<file path="src/rtl/hazard_scoreboard.sv">
// -----------------------------------------------------------------------------
// hazard_scoreboard
//
// Decode-stage hazard control. Keeps one pending bit per architectural
// register for every issued instruction that will write that register. Decode
// stalls on RAW (a used read address is pending) and WAW (the destination is
// pending). A taken branch resolved in E flushes D and E and, one cycle later,
// D again to drop the second wrong-path fetch. A saturating counter records
// the number of stalled cycles.
//
// Configuration macro:
//   HAZARD_WB_BYPASS_EN - the register file writes in the first half-cycle,
//                         so a writeback in the same cycle as the dependent
//                         read hides the pending bit (no extra stall cycle).
//                         Undefined: the reader stalls through the writeback
//                         cycle and issues the cycle after.
//
// Parameters:
//   WIDTH  - width of the stall performance counter
//   NREGS  - number of architectural registers (scoreboard bits)
//   PC_REG - register index that is never tracked (read as PCPlus8)
//
// Ports:
//   clk          in   rising-edge clock
//   reset        in   asynchronous active-low reset
//   RA1D, RA2D   in   decode read addresses
//   UseRA1D/2D   in   the D instruction really reads RA1D / RA2D
//   ValidD       in   D holds a valid instruction
//   RegWriteD    in   D instruction writes register WA3D
//   WA3D         in   destination of the D instruction
//   SquashE      in   E instruction failed its condition (no writeback)
//   WA3E         in   destination of the E instruction
//   RegWriteE    in   E instruction was marked as writing
//   RegWriteW    in   writeback this cycle
//   WA3W         in   writeback destination
//   BranchTakenE in   taken branch resolved in E
//   StallF       out  hold PC
//   StallD       out  hold the D pipeline register
//   FlushD       out  bubble D
//   FlushE       out  bubble E
//   Busy         out  any scoreboard bit set (registered)
//   StallCount   out  saturating count of stalled cycles
// -----------------------------------------------------------------------------
module hazard_scoreboard #(
    parameter int WIDTH  = 8,
    parameter int NREGS  = 16,
    parameter int PC_REG = 15
) (
    input  logic             clk,
    input  logic             reset,
    input  logic [3:0]       RA1D,
    input  logic [3:0]       RA2D,
    input  logic             UseRA1D,
    input  logic             UseRA2D,
    input  logic             ValidD,
    input  logic             RegWriteD,
    input  logic [3:0]       WA3D,
    input  logic             SquashE,
    input  logic [3:0]       WA3E,
    input  logic             RegWriteE,
    input  logic             RegWriteW,
    input  logic [3:0]       WA3W,
    input  logic             BranchTakenE,
    output logic             StallF,
    output logic             StallD,
    output logic             FlushD,
    output logic             FlushE,
    output logic             Busy,
    output logic [WIDTH-1:0] StallCount
);

    typedef enum logic [1:0] {
        ST_RUN   = 2'd0,
        ST_STALL = 2'd1,
        ST_FLUSH = 2'd2
    } state_t;

    localparam logic [3:0]       PC_IDX  = 4'(PC_REG);
    localparam logic [WIDTH-1:0] CNT_MAX = {WIDTH{1'b1}};
    localparam logic [WIDTH-1:0] CNT_ONE = {{(WIDTH-1){1'b0}}, 1'b1};

    state_t           state_r;
    state_t           state_next_s;
    logic [NREGS-1:0] sb_r;
    logic [NREGS-1:0] sb_next_s;
    logic [NREGS-1:0] wb_mask_s;
    logic [NREGS-1:0] pend_vec_s;
    logic [NREGS-1:0] clr_w_s;
    logic [NREGS-1:0] clr_e_s;
    logic [NREGS-1:0] set_s;
    logic             busy_r;
    logic [WIDTH-1:0] stall_cnt_r;
    logic             hazard_s;
    logic             issue_s;
    logic             stall_s;
    logic             flush_d_s;
    logic             flush_e_s;

    // Same-cycle writeback mask that hides a pending bit when bypass is built in
    always_comb begin
        wb_mask_s = '0;
`ifdef HAZARD_WB_BYPASS_EN
        wb_mask_s[WA3W] = RegWriteW;
`else
        wb_mask_s = '0;
`endif
    end

    // Effective pending vector; the PC register is never treated as pending
    always_comb begin
        pend_vec_s         = sb_r & ~wb_mask_s;
        pend_vec_s[PC_IDX] = 1'b0;
    end

    assign hazard_s = ValidD & ((UseRA1D   & pend_vec_s[RA1D]) |
                                (UseRA2D   & pend_vec_s[RA2D]) |
                                (RegWriteD & pend_vec_s[WA3D]));

    // Stall/flush decode and next state; branch outranks any hazard
    always_comb begin
        stall_s      = 1'b0;
        flush_d_s    = 1'b0;
        flush_e_s    = 1'b0;
        issue_s      = 1'b0;
        state_next_s = ST_RUN;
        if (BranchTakenE) begin
            flush_d_s    = 1'b1;
            flush_e_s    = 1'b1;
            state_next_s = ST_FLUSH;
        end else begin
            case (state_r)
                ST_FLUSH: begin
                    // D holds the second wrong-path fetch: drop it, never issue it
                    flush_d_s    = 1'b1;
                    state_next_s = ST_RUN;
                end
                ST_RUN, ST_STALL: begin
                    if (hazard_s) begin
                        stall_s      = 1'b1;
                        flush_e_s    = 1'b1;
                        state_next_s = ST_STALL;
                    end else begin
                        issue_s      = ValidD;
                        state_next_s = ST_RUN;
                    end
                end
                default: begin
                    state_next_s = ST_RUN;
                end
            endcase
        end
    end

    // Scoreboard next value: clears first, then the issuing set wins on the same index
    always_comb begin
        clr_w_s         = '0;
        clr_e_s         = '0;
        set_s           = '0;
        clr_w_s[WA3W]   = RegWriteW;
        clr_e_s[WA3E]   = SquashE & RegWriteE;
        set_s[WA3D]     = issue_s & RegWriteD & (WA3D != PC_IDX);
        sb_next_s       = (sb_r & ~clr_w_s & ~clr_e_s) | set_s;
    end

    // State, scoreboard, busy flag and saturating stall counter
    always_ff @(posedge clk or negedge reset) begin
        if (!reset) begin
            state_r     <= ST_RUN;
            sb_r        <= '0;
            busy_r      <= 1'b0;
            stall_cnt_r <= '0;
        end else begin
            state_r <= state_next_s;
            sb_r    <= sb_next_s;
            busy_r  <= |sb_next_s;
            if (stall_s && (stall_cnt_r != CNT_MAX)) begin
                stall_cnt_r <= stall_cnt_r + CNT_ONE;
            end else begin
                stall_cnt_r <= stall_cnt_r;
            end
        end
    end

    // Controls are held low while reset is asserted, independent of inputs
    assign StallF     = stall_s   & reset;
    assign StallD     = stall_s   & reset;
    assign FlushD     = flush_d_s & reset;
    assign FlushE     = flush_e_s & reset;
    assign Busy       = busy_r;
    assign StallCount = stall_cnt_r;

endmodule

</file>
<file path="config.mk">
export PLATFORM = sky130hd
export DESIGN_NAME = hazard_scoreboard
export DESIGN_NICKNAME = d
export VERILOG_FILES = /design/src/rtl/hazard_scoreboard.sv
export SDC_FILE = /design/constraint.sdc
export NUM_CORES = 1
export LEC_CHECK = 0
export CAP_MARGIN = 40
export CORE_ASPECT_RATIO = 0.7
export CORE_UTILIZATION = 35
export CTS_CLUSTER_SIZE = 12
export DETAILED_ROUTE_END_ITERATION = 8
export SYNTH_ARGS = -nofsm -noshare
export SYNTH_HDL_FRONTEND = slang
export SYNTH_SLANG_ARGS = --single-unit
</file>
<file path="constraint.sdc">
create_clock -name clk -period 3.4 [get_ports clk]
set_input_delay 0.68 -clock clk [delete_from_list [all_inputs] [get_ports clk]]
set_output_delay 0.68 -clock clk [all_outputs]
set_load 0.01 [all_outputs]
</file>
==> flow_summary.ini, run 1 <==
[synth]
synthFlopType = dfrtp_1
synth_edf_count = 0
synth_seq_cells = 27
syn-num-nets = 224
ys_warn_count = 0
syn_avg_cell_area_sq_um = 9.724
synth-seq-area-share = 0.3600
synthArstFlopShare = 1.000
synth_area_leaders = dfrtp_1 (36%), nand2_1 (5.0%), mux2i_1 (4.8%)
synth_cells = 193
yosysTopAreaCell = dfrtp_1
synth_cell_type_count = 48
synthTopCellsByCount = dfrtp_1 (27), nand2_1 (25), a22oi_1 (11), nor2_1 (10)
syn_area_sq_mm = 0.001877
yosysMostFrequentCell = dfrtp_1
synth_top_area_share = 0.3600

[timing]
tightest_slew_ns = 0.3359
skew_ns = 0.001427
slew_headroom = 0.7753
max_freq_mhz = 317.8
hold_viol_final = 0
setup_violations = 0
drv_slew = 0
finalCritPeriodShare = 0.9256
hold_slack_ns = 0.5217
min_period_ns = 3.147
rsz0062_at_grt = false

[clock_tree]
numCtsBuffers = 3
htree_levels = 1
clk_pin_slew_ns = 0.10
clock-sinks = 27
clockBufferDepth = 2
cts_tree = done
cts_root_buffer = clkbuf_8
worstSkewPairLatency_ns = 0.28

[critical_path]
setup.worst_path.end_class = primary output
reg2reg_from = sb_r[9]
start_kind = input port
r2r-end = sb_r[11]
rrSetupSlack_ns = 0.98
worstRegToRegCells = 7
critPathArrivalTime_ns = 2.47
path_max_fanout = 6
critPathRequiredTime_ns = 2.72
critPathKind = in -> out

[floorplan]
core_area_sq_mm = 0.004966
dieArea_sq_mm = 0.005664
initial_core_util = 0.3779
rows = 21
die-width_microns = 89.53
die_y_microns = 63.27
ios = 43

[run]
cap_viol_max_count = 0

[global_routing]
grt_pass1_vias = 1689
grt_max_degree = 26
grt_pass1_wl_mm = 8.763
grt_antenna_before_repair = 0
track_usage = 0.2063
grt_overflow = 0

[drt]
vias = 1857
totalWireLength_mm = 5.409
wl_per_cell_microns = 16.59
drc = 0
viasPerCell = 5.696
drtIter0Drc = 139
ant_nets = 0
detail_route.first_pass.iterations = 5

[power_and_ir_drop]
power_frac_comb = 0.314
p_int_mw = 0.5975
clock_power_share = 0.225
p_per_area_mw_per_mm2 = 336.4
peakVddDrop_uv = 181.0
switching_power_mw = 0.2784
p_seq_frac = 0.461
p_sw_frac = 0.3178
leakage_nw = 1.119

[placed_design]
hpwl_mm = 4.240
port-buffer-count = 42
gp_congestion = 0.9095
dp_cells = 322

[cells_and_area]
drive_above_1_share = 0.1907
regArea_sq_um = 675.6
area_growth_pct = 38.73
fin_cells = 326
nFillCells = 449
nets = 289
multiInputGateArea_sq_mm = 0.001182
diodes = 0

[min_path]
hold_end = sb_r[15]
hold_path_depth = 2
worstHoldStart = sb_r[15]
hp-class = reg -> reg

[outcome]
status = finished clean
## sequential cells by signal (all words and copies together), names as in the netlist
signal	cells
state_r	2
sb_r	16
StallCount	8
Busy	1
## power groups by stage
stage	Sequential (mW)	Clock, mW	Combinational [mW]
floorplan	0.406	0	0.114
global placement	0.408	0	0.273
detailed placement	0.410	0	0.273
CTS	0.403	0.201	0.275
global route	0.410	0.219	0.303
finish	0.404	0.197	0.275
## cell families after synthesis
group	after synthesis	share of synthesized area
compound gates	49	0.1973
xor+xnor	5	0.02334
simple gates	85	0.2540
mux	16	0.1320
fa+ha+maj	1	0.006666
buf+inv	10	0.02666
flops	27	0.3600
## critical path, stage by stage
cell and delay [ns]:
clkdlybuf4s15_2 0.25, mux4_1 0.59, o2111ai_2 0.20, and4_4 0.26, a21boi_2 0.06, and2_1 0.16
dlygate4sd2_1 0.28
## cell type report
cell class                      count  share of cell area
Clock buffer                        3             0.01586
Clock inverter                      1            0.003364
Inverter                            4            0.005766
Multi-Input combinational cell    156              0.4541
Sequential cell                    27              0.2595
Tap cell                           69             0.03316
Timing Repair Buffer               66              0.2283
## per-stage QoR
step | power [mW] | setup TNS (ns) | cell area, sq um | utilization | worst slack (ns)
floorplan | 0.5205 | 0 | 1877 | - | 0.5508
global placement | 0.6811 | -0.9245 | 2529 | 0.5092 | -0.3089
detailed placement | 0.6829 | -1.121 | 2529 | 0.5092 | -0.3756
CTS | 0.8793 | 0 | 2589 | 0.5213 | 0.003951
global route | 0.9313 | 0 | 2604 | 0.5243 | 0.1467
finish | 0.8759 | 0 | 2604 | 0.5243 | 0.2530
## worst max path at each step
stage	from	endpoint	slack (ns)	cells past startpoint
floorplan	WA3D[2]	StallF	0.55	9
detailed placement	RA2D[0]	StallD	-0.38	7
CTS	RA2D[0]	FlushE	0.004	7
global placement	RA2D[0]	StallD	-0.31	7
global route	WA3D[1]	StallD	0.15	9
finish	RA2D[0]	StallD	0.25	7
## layer usage
metal	vias up	global-route usage	routed length [microns]
met2	69	0.2691	2141
met5	-	0	0
met4	0	0.02976	11
met1	899	0.3505	2864
met3	2	0.03539	391
li1	887	-	-
## what timing repair did
item,4_1_cts,5_1_grt
buffers inserted,0,0
hold buffers,0,0
endpoints found under the setup margin,3,2
resized for setup,13,7
## cells in the final DEF, fill, tap and decap left out, drive strengths merged, types with 5 or more instances in the layout
master and n:
clkdlybuf4s50 32, buf 24, a22oi 11, nand2b 5, mux4 6, o21ai 9
nand2 25, nor2 10, inv 5, nand4 7, dfrtp 27, nand3 9
nor2b 7, mux2i 9, dlygate4sd2 6
No activity file was read; power rests on OpenSTA's default activity.
==> run 2: changes to the inputs <==
--- a/config.mk
+++ b/config.mk
@@ -7,6 +7,7 @@
 export LEC_CHECK = 0
 export CAP_MARGIN = 40
 export CORE_ASPECT_RATIO = 0.7
+export CORE_MARGIN = 4
 export CORE_UTILIZATION = 35
 export CTS_CLUSTER_SIZE = 12
 export DETAILED_ROUTE_END_ITERATION = 8
==> run 2 against run 1 <==
Global-route usage shrank 3.2 points; cell area shrank 1.7%; combinational power is essentially flat; setup slack lost 0.13 ns; sequential share of layout area grew 0.46 points; critical path type unchanged.
==> flow_summary.ini, run 2 (synthesized netlist as in run 1, its figures left out) <==
[floorplan]
rows = 21
die-width_microns = 95.53
ios = 43
die_y_microns = 69.27
core_area_sq_mm = 0.004966
initial_core_util = 0.3779
dieArea_sq_mm = 0.006617

[drt]
wl_per_cell_microns = 17.42
drc = 0
viasPerCell = 5.639
detail_route.first_pass.iterations = 4
totalWireLength_mm = 5.643
ant_nets = 0
vias = 1827
drtIter0Drc = 143

[critical_path]
path_cells = clkdlybuf4s50_1 -> buf_6 -> mux2i_1 -> o32ai_1 -> o21ai_1 -> and4_4 -> a21boi_2 -> and2_1 -> clkdlybuf4s15_1
worst_path_max_delay_cell = clkdlybuf4s50_1
worstRegToRegCells = 7
critPathTopFamily = buffers and inverters
critPathArrivalTime_ns = 2.60
timing.critical_path.buf_inv = 3
path_max_fanout = 8
worst_path_largest_cell_delay_ns = 0.47
start_kind = input port
critPathKind = in -> out
reg2reg_from = sb_r[8]
rrSetupSlack_ns = 1.00
critPathRequiredTime_ns = 2.72
setup.worst_path.end_class = primary output
r2r-end = sb_r[9]

[global_routing]
grt_pass1_vias = 1718
grt_antenna_before_repair = 0
grt_pass1_wl_mm = 9.149
grt_max_degree = 27
grt_overflow = 0
track_usage = 0.1739

[placed_design]
hpwl_mm = 4.501
port-buffer-count = 42
dp_cells = 320
gp_congestion = 0.8896

[clock_tree]
htree_levels = 1
cts_setup_buffers = 0
numCtsBuffers = 3
worstSkewPairLatency_ns = 0.28
cts_tree = done
clock-sinks = 27
cts_root_buffer = clkbuf_8
clk_pin_slew_ns = 0.10
clockBufferDepth = 2
holdBufCountCts = 0

[timing]
hold_slack_ns = 0.5154
setup_violations = 0
slew_headroom = 0.7703
drv_slew = 0
finalCritPeriodShare = 0.9637
tightest_slew_ns = 0.3433
setup_tns_ns = 0
hold_viol_final = 0
rsz0062_at_grt = false
max_freq_mhz = 305.2
min_period_ns = 3.276
skew_ns = 0.001728

[power_and_ir_drop]
power_mw = 0.8714
peakVddDrop_uv = 217.2
p_per_area_mw_per_mm2 = 340.6
leakage_nw = 1.069

[cells_and_area]
drive_above_1_share = 0.1647
nFillCells = 470
mostFrequentLayoutCell = clkdlybuf4s50_1
final_cell_mix = clkdlybuf4s50_1 (35), dfrtp_1 (27), nand2_1 (25), buf_4 (21), a22oi_1 (11)
area_growth_pct = 36.33
nets = 287
largest_reg_flops = 16
diodes = 0
fin_cells = 324
top_register = sb_r

[outcome]
status = finished clean

[min_path]
hold_path_depth = 2
worstHoldStart = sb_r[15]
hp-class = reg -> reg
hold_end = sb_r[15]

[run]
cap_viol_max_count = 0
==> run 2: changes by cell type in the layout (fill, tap and decap cells not counted), moves of 2 or more <==
| cell | change |
|---|---|
| buf_4 | -3 |
| clkdlybuf4s50_1 | +3 |
| dlymetal6s2s_1 | -2 |
| o32ai_1 | +2 |
| o32ai_2 | -2 |
==> run 2: power breakdown <==
| part | internal (mW) | switching, mW |
|---|---|---|
| sequential | 0.358 | 0.0450 |
| combinational | 0.151 | 0.121 |
| clock | 0.0861 | 0.109 |
| total | 0.596 | 0.276 |
==> run 2: what timing repair did <==
item                       in CTS  in global routing
gates resized for setup        10                  3
setup endpoints to repair       3                  2
pin swaps                       1                  1
==> run 2: worst min-delay path, cell delays in order (launching register included) <==
cell and delay (ns):
dfrtp_1 0.38, nand2_1 0.05, a31oi_1 0.05
==> run 2: how the worst max path moves through the flow <==
stage,slack (ns),from,depth (start not counted),end
after floorplan,0.55,WA3D[2],9,StallF
final,0.12,WA3D[1],9,StallF
after global routing,0.005,WA3D[1],9,StallF
after global placement,-0.32,RA2D[0],7,StallD
after CTS,0.1,WA3D[1],9,StallD
after detailed placement,-0.33,RA2D[0],7,StallD
==> run 2: stage by stage <==
| step | instance area (sq um) | utilization | setup WS [ns] |
|---|---|---|---|
| floorplan | 1877 | - | 0.5508 |
| global placement | 2514 | 0.5062 | -0.3169 |
| detailed placement | 2514 | 0.5062 | -0.3274 |
| CTS | 2561 | 0.5157 | 0.09510 |
| global route | 2559 | 0.5152 | 0.005014 |
| finish | 2559 | 0.5152 | 0.1236 |
==> run 2: layout make-up <==
| class | instances | area [sq um] | share of cell area |
|---|---|---|---|
| tap | 69 | 86.33 | 0.03374 |
| sequential | 27 | 675.6 | 0.2641 |
| inverter | 4 | 15.01 | 0.005868 |
| timing repair buffer | 64 | 578.1 | 0.2259 |
| clock buffer | 3 | 41.29 | 0.01614 |
| clock inverter | 1 | 8.758 | 0.003423 |
| multi-input combinational | 156 | 1154 | 0.4509 |
==> run 2: metal layers <==
layer,vias up,routed length [microns],global-route usage
met2,62,2265,0.2373
li1,881,-,-
met4,0,13,0.01420
met5,-,0,0
met1,882,2921,0.2810
met3,2,442,0.04555
==> run 3: changes to the inputs <==
--- a/config.mk
+++ b/config.mk
@@ -8,9 +8,10 @@
 export CAP_MARGIN = 40
 export CORE_ASPECT_RATIO = 0.7
 export CORE_MARGIN = 4
-export CORE_UTILIZATION = 35
+export CORE_UTILIZATION = 54
 export CTS_CLUSTER_SIZE = 12
 export DETAILED_ROUTE_END_ITERATION = 8
+export PLACE_DENSITY = 0.85
 export SYNTH_ARGS = -nofsm -noshare
 export SYNTH_HDL_FRONTEND = slang
 export SYNTH_SLANG_ARGS = --single-unit
==> run 3 against run 2 <==
Sequential power is essentially flat; critical path depth unchanged; setup slack improved by 0.051 ns; combinational power increased by 3%; clock power about the same; die area decreased by 32%.
==> flow_summary.ini, run 3 (synthesized netlist as in run 1, its figures left out) <==
[outcome]
status = finished clean

[critical_path]
critPathTopFamily = buffers and inverters
timing.critical_path.buf_inv = 3
path_max_fanout = 8
setup.worst_path.end_class = primary output
path_cells = clkdlybuf4s50_1 -> buf_6 -> mux2i_1 -> o32ai_2 -> o21ai_2 -> and4_4 -> a21boi_2 -> and2_1 -> clkbuf_2
worst_path_max_delay_cell = clkdlybuf4s50_1
critPathRequiredTime_ns = 2.72
critPathKind = in -> out
r2r-end = Busy
reg2reg_from = sb_r[1]
worstRegToRegCells = 8
start_kind = input port
rrSetupSlack_ns = 0.90
critPathArrivalTime_ns = 2.55
worst_path_largest_cell_delay_ns = 0.48

[clock_tree]
numCtsBuffers = 3
clock-sinks = 27
clockBufferDepth = 2
cts_tree = done
htree_levels = 1
worstSkewPairLatency_ns = 0.28
clk_pin_slew_ns = 0.10
cts_root_buffer = clkbuf_8

[timing]
tightest_slew_ns = 0.5858
finalCritPeriodShare = 0.9488
max_freq_mhz = 310.0
hold_viol_final = 0
hold_slack_ns = 0.5000
setup_tns_ns = 0
setup_violations = 0
skew_ns = 0.006837
drv_slew = 0
rsz0062_at_grt = false
slew_headroom = 0.6065
min_period_ns = 3.226

[drt]
ant_nets = 0
viasPerCell = 6.766
vias = 2023
wl_per_cell_microns = 20.99
totalWireLength_mm = 6.275
detail_route.first_pass.iterations = 6
drtIter0Drc = 278
drc = 0

[cells_and_area]
mostFrequentLayoutCell = clkdlybuf4s50_1
nets = 284
multiInputGateArea_sq_mm = 0.001179
area_growth_pct = 34.93
diodes = 0
nFillCells = 226
fin_util = 0.7833
final_cell_mix = clkdlybuf4s50_1 (35), dfrtp_1 (27), nand2_1 (25), buf_4 (18), a22oi_1 (11)
largest_reg_flops = 16
regArea_sq_um = 675.6
top_register = sb_r
drive_above_1_share = 0.1786
fin_cells = 299

[power_and_ir_drop]
power_mw = 0.8841
p_per_area_mw_per_mm2 = 349.1
leakage_nw = 1.070
peakVddDrop_uv = 283.0

[placed_design]
hpwl_mm = 4.647
gp_congestion = 1.027
dp_cells = 293
port-buffer-count = 42

[global_routing]
grt_pass1_wl_mm = 9.963
grt_max_degree = 21
grt_overflow = 0
grt_antenna_before_repair = 0
grt_pass1_vias = 1950
track_usage = 0.2855

[floorplan]
dieArea_sq_mm = 0.004498
core_area_sq_mm = 0.003233
rows = 17
ios = 43
initial_core_util = 0.5805
die_y_microns = 57.33
die-width_microns = 78.47

[run]
cap_viol_max_count = 0

[min_path]
hold_path_depth = 2
hold_end = sb_r[15]
hp-class = reg -> reg
worstHoldStart = sb_r[15]
[run 3: per-stage QoR]
stage	area [sq um]	worst slack, ns
final	2532	0.1742
after global placement	2449	-0.2929
after global routing	2532	0.08719
after CTS	2509	0.02413
after detailed placement	2449	-0.3509
after floorplan	1877	0.5508
[run 3: timing repair]
item | in CTS | in global routing
resized for setup | 9 | 11
hold buffers | 0 | 0
setup endpoints to repair | 3 | 3
buffers inserted | 0 | 2
pin swaps | 2 | 4
[run 3: layout make-up]
type                            count  share of cell area
Clock buffer                        3             0.01630
Multi-Input combinational cell    156              0.4654
Inverter                            4            0.005929
Sequential cell                    27              0.2668
Tap cell                           47             0.02322
Timing Repair Buffer               61              0.2189
Clock inverter                      1            0.003458
[run 3: report_power, final]
group	total, mW	switching [mW]	internal, mW	leakage (nW)
logic	0.280	0.130	0.150	0.680
clock network	0.199	0.113	0.0863	0.0261
registers	0.404	0.0462	0.358	0.364
[run 3: worst max-delay path by stage]
stage,start,end,slack (ns),depth (start not counted)
4_1_cts,WA3D[0],FlushE,0.02,7
3_3_place_gp,RA2D[0],FlushE,-0.29,7
3_5_place_dp,RA2D[0],StallF,-0.35,7
5_1_grt,WA3D[1],FlushE,0.09,10
6_report,WA3D[1],StallF,0.17,9
2_1_floorplan,WA3D[2],StallF,0.55,9
[run 3: metal layers]
| metal | vias to the layer above | part of all wire | GRT usage |
|---|---|---|---|
| li1 | 871 | - | - |
| met1 | 953 | 0.40 | 0.3924 |
| met2 | 163 | 0.44 | 0.4366 |
| met3 | 36 | 0.12 | 0.07571 |
| met4 | 0 | 0.036 | 0.1072 |
| met5 | - | 0 | 0 |
[run 3: worst register-to-register path, delay by kind of cell, from the launching register on]
kind | cells | cell delay, ns
compound gates | 2 | 0.54
buf+inv | 2 | 0.33
flops | 1 | 0.49
mux | 1 | 0.50
simple gates | 3 | 0.58
